[src/rtl/btn_debounce.sv]
// btn_debounce: synchroniser, bounce filter and edge detector for the front-panel buttons
// (UP, DN, BACK, OK, INTERRUPT, D0..D2 expansion lines).
//
// Every raw pad passes through a 2-flop synchroniser. Its level is then filtered on a shared
// sample tick. A level change is accepted only after STABLE_CNT consecutive samples that differ
// from the current debounced level. Any sample that matches the current level restarts the count.
//
// Ports:
//   clk          system clock
//   rst          asynchronous reset, active low
//   btn_raw      unsynchronised pad levels
//   evt_clr      per-channel clear strobe for evt_pending
//   btn_state    debounced level, 1 = pressed (polarity-normalised)
//   btn_press    one-clk pulse on an accepted press
//   btn_release  one-clk pulse on an accepted release
//   evt_pending  sticky "pressed since last clear" flag; a set and a clear in the same clk
//                leave the flag set
//   tick         one-clk sample strobe, shared with other blocks
//
// Optional build: define BTN_DEBOUNCE_AUTOREPEAT_EN to give each channel a hold counter.
// While a button is held, it issues extra btn_press pulses: the first one REPEAT_DELAY ticks
// after the accepted press, then one every REPEAT_RATE ticks.
module btn_debounce #(
  parameter int unsigned CHANNELS     = 6,
  parameter int unsigned CLK_DIV      = 16000,
  parameter int unsigned STABLE_CNT   = 8,
  parameter string       ACTIVE_LOW   = "TRUE",
  parameter int unsigned REPEAT_DELAY = 500,
  parameter int unsigned REPEAT_RATE  = 100
) (
  input  logic                clk,
  input  logic                rst,
  input  logic [CHANNELS-1:0] btn_raw,
  input  logic [CHANNELS-1:0] evt_clr,
  output logic [CHANNELS-1:0] btn_state,
  output logic [CHANNELS-1:0] btn_press,
  output logic [CHANNELS-1:0] btn_release,
  output logic [CHANNELS-1:0] evt_pending,
  output logic                tick
);

  localparam int unsigned PresW = (CLK_DIV > 1) ? $clog2(CLK_DIV) : 1;
  localparam int unsigned CntW  = $clog2(STABLE_CNT + 1);
  localparam bit          ActLow = (ACTIVE_LOW == "TRUE");
  localparam logic [PresW-1:0] PresLast = PresW'(CLK_DIV - 1);
  localparam logic [CntW-1:0]  CntLast  = CntW'(STABLE_CNT - 1);
  localparam logic [CHANNELS-1:0] IdleLvl = {CHANNELS{ActLow}};

  // Elaboration-time parameter range checks.
  if (CHANNELS < 1 || CHANNELS > 16) begin : g_bad_channels
    $error("btn_debounce: CHANNELS must be 1..16");
  end
  if (STABLE_CNT < 1 || STABLE_CNT > 255) begin : g_bad_stable
    $error("btn_debounce: STABLE_CNT must be 1..255");
  end
  if (CLK_DIV < 1) begin : g_bad_div
    $error("btn_debounce: CLK_DIV must be >= 1");
  end
  if (REPEAT_DELAY < 1 || REPEAT_RATE < 1) begin : g_bad_repeat
    $error("btn_debounce: REPEAT_DELAY and REPEAT_RATE must be >= 1");
  end

  logic [PresW-1:0]    presc_q, presc_d;
  logic                tick_q, tick_d;
  logic [CHANNELS-1:0] s1_q, s2_q;
  logic [CHANNELS-1:0] state_q, state_d;
  logic [CHANNELS-1:0] press_q, press_d;
  logic [CHANNELS-1:0] release_q, release_d;
  logic [CHANNELS-1:0] pend_q, pend_d;
  logic [CntW-1:0]     cnt_q [CHANNELS];
  logic [CntW-1:0]     cnt_d [CHANNELS];
  logic [CHANNELS-1:0] lvl;

`ifdef BTN_DEBOUNCE_AUTOREPEAT_EN
  localparam int unsigned HoldMax = (REPEAT_DELAY > REPEAT_RATE) ? REPEAT_DELAY : REPEAT_RATE;
  localparam int unsigned HoldW   = $clog2(HoldMax + 1);
  localparam logic [HoldW-1:0] DelayLast = HoldW'(REPEAT_DELAY - 1);
  localparam logic [HoldW-1:0] RateLast  = HoldW'(REPEAT_RATE - 1);

  logic [HoldW-1:0]    hold_q [CHANNELS];
  logic [HoldW-1:0]    hold_d [CHANNELS];
  // first_q: the next repeat uses REPEAT_DELAY rather than REPEAT_RATE.
  logic [CHANNELS-1:0] first_q, first_d;
`endif

  // Prescaler. tick is registered so that it is high during the clk in which presc_q holds
  // CLK_DIV-1. The filter therefore samples on the edge that wraps the prescaler.
  always_comb begin
    presc_d = (presc_q == PresLast) ? '0 : presc_q + 1'b1;
    tick_d  = (presc_d == PresLast);
  end

  always_comb begin
    lvl       = s2_q ^ IdleLvl;
    state_d   = state_q;
    press_d   = '0;
    release_d = '0;
    cnt_d     = cnt_q;
`ifdef BTN_DEBOUNCE_AUTOREPEAT_EN
    hold_d    = hold_q;
    first_d   = first_q;
`endif
    if (tick_q) begin
      for (int i = 0; i < CHANNELS; i++) begin
        if (lvl[i] == state_q[i]) begin
          cnt_d[i] = '0;
        end else if (cnt_q[i] == CntLast) begin
          state_d[i]   = lvl[i];
          cnt_d[i]     = '0;
          press_d[i]   = lvl[i];
          release_d[i] = ~lvl[i];
        end else begin
          cnt_d[i] = cnt_q[i] + 1'b1;
        end
`ifdef BTN_DEBOUNCE_AUTOREPEAT_EN
        if (state_d[i] != state_q[i]) begin
          // Any accepted edge restarts the hold timing; on a release it stays idle.
          hold_d[i]  = '0;
          first_d[i] = 1'b1;
        end else if (state_q[i]) begin
          if (hold_q[i] == (first_q[i] ? DelayLast : RateLast)) begin
            press_d[i] = 1'b1;
            hold_d[i]  = '0;
            first_d[i] = 1'b0;
          end else begin
            hold_d[i] = hold_q[i] + 1'b1;
          end
        end
`endif
      end
    end
    pend_d = (pend_q & ~evt_clr) | press_d;
  end

  always_ff @(posedge clk or negedge rst) begin
    if (!rst) begin
      presc_q   <= '0;
      tick_q    <= 1'b0;
      s1_q      <= IdleLvl;
      s2_q      <= IdleLvl;
      state_q   <= '0;
      press_q   <= '0;
      release_q <= '0;
      pend_q    <= '0;
      for (int i = 0; i < CHANNELS; i++) begin
        cnt_q[i] <= '0;
      end
    end else begin
      presc_q   <= presc_d;
      tick_q    <= tick_d;
      s1_q      <= btn_raw;
      s2_q      <= s1_q;
      state_q   <= state_d;
      press_q   <= press_d;
      release_q <= release_d;
      pend_q    <= pend_d;
      cnt_q     <= cnt_d;
    end
  end

`ifdef BTN_DEBOUNCE_AUTOREPEAT_EN
  always_ff @(posedge clk or negedge rst) begin
    if (!rst) begin
      first_q <= '1;
      for (int i = 0; i < CHANNELS; i++) begin
        hold_q[i] <= '0;
      end
    end else begin
      first_q <= first_d;
      hold_q  <= hold_d;
    end
  end
`endif

  assign btn_state   = state_q;
  assign btn_press   = press_q;
  assign btn_release = release_q;
  assign evt_pending = pend_q;
  assign tick        = tick_q;

endmodule

[config.mk]
export PLATFORM = sky130hd
export DESIGN_NAME = btn_debounce
export DESIGN_NICKNAME = d
export VERILOG_FILES = /design/src/rtl/btn_debounce.sv
export SDC_FILE = /design/constraint.sdc
export NUM_CORES = 1
export LEC_CHECK = 0
export ABC_AREA = 1
export CAP_MARGIN = 5
export CORE_MARGIN = 2
export CORE_UTILIZATION = 30
export DETAILED_ROUTE_END_ITERATION = 7
export PLACE_DENSITY = 0.6
export RECOVER_POWER = 50
export SYNTH_ARGS = -nofsm -noshare
export SYNTH_HDL_FRONTEND = slang
export SYNTH_SLANG_ARGS = --single-unit
[constraint.sdc]
create_clock -name clk -period 1.5 [get_ports clk]
set_clock_uncertainty 0.05 [all_clocks]
set_input_delay 0.225 -clock clk [delete_from_list [all_inputs] [get_ports clk]]
set_output_delay 0.225 -clock clk [all_outputs]
set_load 0.05 [all_outputs]
==> key figures <==
Die
  • Starting density of the core: between 30% and 40%
  • Row Count: 37
  • Die Wd: 108 µm
  • Core footprint: 0.0104 mm²
  • Die area: roughly 0.012 mm²
  • Die Height: 108 µm
  • Num ports: 39

Route
  • Drt drc: 0
  • Via-per-instance ratio: ~4.4
  • Initial drt markers: 123
  • Drt total wl: ~5600 µm
  • DR pass1 iterations: 4
  • Vias: approximately 2300
  • Routed Antenna Nets: 0
  • Post-DR wirelength/cell: roughly 11 µm

Worst setup path
  • CP Capture Type: flop
  • Worst setup SP type: flop
  • Setup CP Type: flop to flop
  • CP cell instances: ha_4 -> nand2_8 -> inv_4 -> nor2_4 -> nand2_1 -> nor2_1 -> nand3_1 -> nor2_1 -> nand2_1 -> nor2_1
  • CP most frequent cell: nor2_1
  • Crit-path max FO: 4
  • Critical path data required time: about 1.7 ns
  • Arrival time at the worst endpoint: roughly 1.8 ns
  • Maximum single-stage delay on the critical path: about 0.45 ns
  • Worst path slowest cell: dfrtp_2

Synth
  • Post-synthesis cell type count: 22
  • FFs w/ async S/R, synth: 100%
  • Mapped Cells: approximately 340
  • Synth top area share: 48.8%
  • Synth Register Bits: 75
  • Cell Area, Synth: roughly 0.0032 mm²
  • Most common library cells after synthesis: 63 x dfrtp_1, 54 x inv_1, 44 x nand2_1, 44 x nor2_1, 39 x nand3_1
  • Top cells by area, synth: dfrtp_1 49%, dfstp_2 9.8%, inv_1 6.3%
  • Avg Inst Size Synth: roughly 9.5 µm²
  • Dominant cell type by area after synthesis: dfrtp_1
  • Seq/Total Area, Yosys: just under 60%
  • Ys flop type: dfrtp_1
  • Yosys Warn Count: 0
  • Cell with the most instances after synthesis: dfrtp_1
  • Synthesized Nets: 360
  • Post-synth EDFFs: 0

Final layout
  • Diode count: 0
  • Share of cells above drive strength 1: 20.7%
  • Fin util: between 40% and 50%
  • Fin area: roughly 0.0042 mm²
  • P&R area growth vs syn: 30.6%
  • # nets final: a little over 400

STA
  • FMAX: about 0.66 GHz
  • RSZ-0062 raised after global routing: true
  • Final count of hold timing violations: 0
  • Final setup vio count: 1
  • Hold WS: roughly 0.31 ns
  • Rel. slew slack: 54.5%
  • Period utilization: 101%
  • Final TNS setup: -0.0205 ns
  • Final worst slack: -0.0205 ns
  • Shortest period the worst path allows: 1.52 ns
  • Final Max Tran Viols: 0
  • Slew @ Worst Pin: 0.682 ns

Status
  • Failing checks: setup timing
  • Status: finished with violations

Power
  • VDD IR max: around 530 µV
  • Power density over the cells: 846 mW/mm²
  • Comb power frac: about 2.5%
  • Switching Share: a little over a fifth
  • Seq pwr share: between 50 and 60%
  • P_sw: approximately 0.75 mW
  • Pleak: approximately 1.9 nW
  • Clock Power Share: between 30% and 40%
  • Int Power: ~2.8 mW

Global route
  • Global-route wire length before repair: around 10000 µm
  • Vias in the first global route: 2330
  • Largest net degree at the start of global routing: 46
  • Initial antenna violation count: 0
  • Total gr overflow: 0
  • Global-route usage over all layers: approximately 11%

Place
  • DP Area: about 0.004 mm²
  • HPWL Detailed: between 4000 and 5000 µm
  • IO Port Bufs: 38
  • GP Congestion: about 0.83

Clock tree
  • Max Root-Sink Buffers: 2
  • Clk_lat worst skew: 0.34 ns
  • CTS tree: done
  • Reg clk slew, reported paths: ~0.070 ns
  • Max H-tree Level: 3
  • Root buffer cell: clkbuf_8
  • CTS sink count: 75
  • CTS Buf Count: 9

Flow run
  • Max Cap Violations: 0

Min path
  • Hold Crit Class: flop to flop
critical path, delay by kind of cell (launching register included):
kind	cells	cell delay (ns)
buffers and inverters	1	0.04
adders and majority gates	1	0.19
DFF	1	0.45
and+or+nand+nor	8	0.71
state kept, by name, summed over array words and instances, names as in the netlist:
name	flops
evt_pending	6
cnt_q	24
btn_release	6
tick	1
btn_press	6
s1_q	6
s2_q	6
presc_q	14
btn_state	6
repair_timing:
| item | in CTS | in global routing |
|---|---|---|
| buffers inserted | 0 | 3 |
| endpoints found under the setup margin | 5 | 7 |
| hold buffers | 1 | 0 |
| pin swaps | 4 | 10 |
| gates resized for setup | 8 | 13 |
| hold endpoints to repair | 66 | 0 |
cell families after synthesis:
| kind of cell | Yosys count | share of synthesized area [%] |
|---|---|---|
| mux | 6 | 1.86 |
| buf+inv | 60 | 7.02 |
| fa+ha+maj | 7 | 2.71 |
| xor+xnor | 19 | 5.16 |
| flops | 75 | 58.6 |
| simple gates | 148 | 20.5 |
| compound gates | 24 | 4.19 |
final timing paths:
| path | slack [ns] | depth (start not counted) | startpoint | to |
|---|---|---|---|---|
| max in group asynchronous | 0.17 | 3 | rst | s2_q[2] |
| setup reg to reg | -0.02 | 10 | presc_q[0] | tick |
| hold / removal | 0.31 | 0 | s1_q[2] | s2_q[2] |
| hold reg to reg | 0.31 | 0 | s1_q[2] | s2_q[2] |
| min in group asynchronous | 0.37 | 2 | rst | presc_q[3] |
| setup / recovery | -0.02 | 10 | presc_q[0] | tick |
cells in the final DEF, fill, tap and decap left out, types with 3 or more instances in the layout:
cell,instances
nor2_1,40
nand2_1,43
clkdlybuf4s50_1,6
buf_4,13
dfrtp_1,60
dlygate4sd3_1,7
dfstp_2,12
o21ai_0,12
o22ai_1,12
inv_1,53
nand2_2,3
nor2_2,6
buf_6,3
ha_1,6
xor2_1,6
xnor2_1,13
nor2_4,5
clkbuf_8,12
mux2i_1,6
dfrtp_2,3
buf_12,15
clkbuf_1,3
nor3_1,8
nand3_1,38
power groups by stage:
stage | combinational (mW) | sequential [mW] | clock [mW]
floorplan | 0.0149 | 2.10 | 0
global placement | 0.0999 | 2.10 | 0
detailed placement | 0.101 | 2.10 | 0
CTS | 0.103 | 2.06 | 1.49
global route | 0.104 | 2.06 | 1.56
finish | 0.0893 | 2.06 | 1.42
metal layers:
layer / part of all wire [%] / track usage, %
met1: 46 / 13.1
met2: 49 / 17.7
met3: 3.8 / 2.85
met4: 2.0 / 5.49
met5: 0 / 0
stage by stage:
stage | power (mW) | worst slack, ns | cells
finish | 3.57 | -0.0205 | 533
global route | 3.73 | -0.133 | 533
CTS | 3.65 | 0.00552 | 530
detailed placement | 2.20 | -0.0233 | 513
global placement | 2.20 | 0.0186 | 513
floorplan | 2.11 | 0.124 | 339
area by class of cell:
| cell class | count | area [µm²] |
|---|---|---|
| fillers | 1015 | 6150 |
| flip-flops and latches | 75 | 1900 |
| multi-input cells | 204 | 1180 |
| repair buffers | 46 | 573 |
| inverters | 56 | 213 |
| clock buffers | 14 | 173 |
| well taps | 136 | 170 |
| clock inverters | 2 | 10.0 |
No activity file was read; power rests on OpenSTA's default activity.
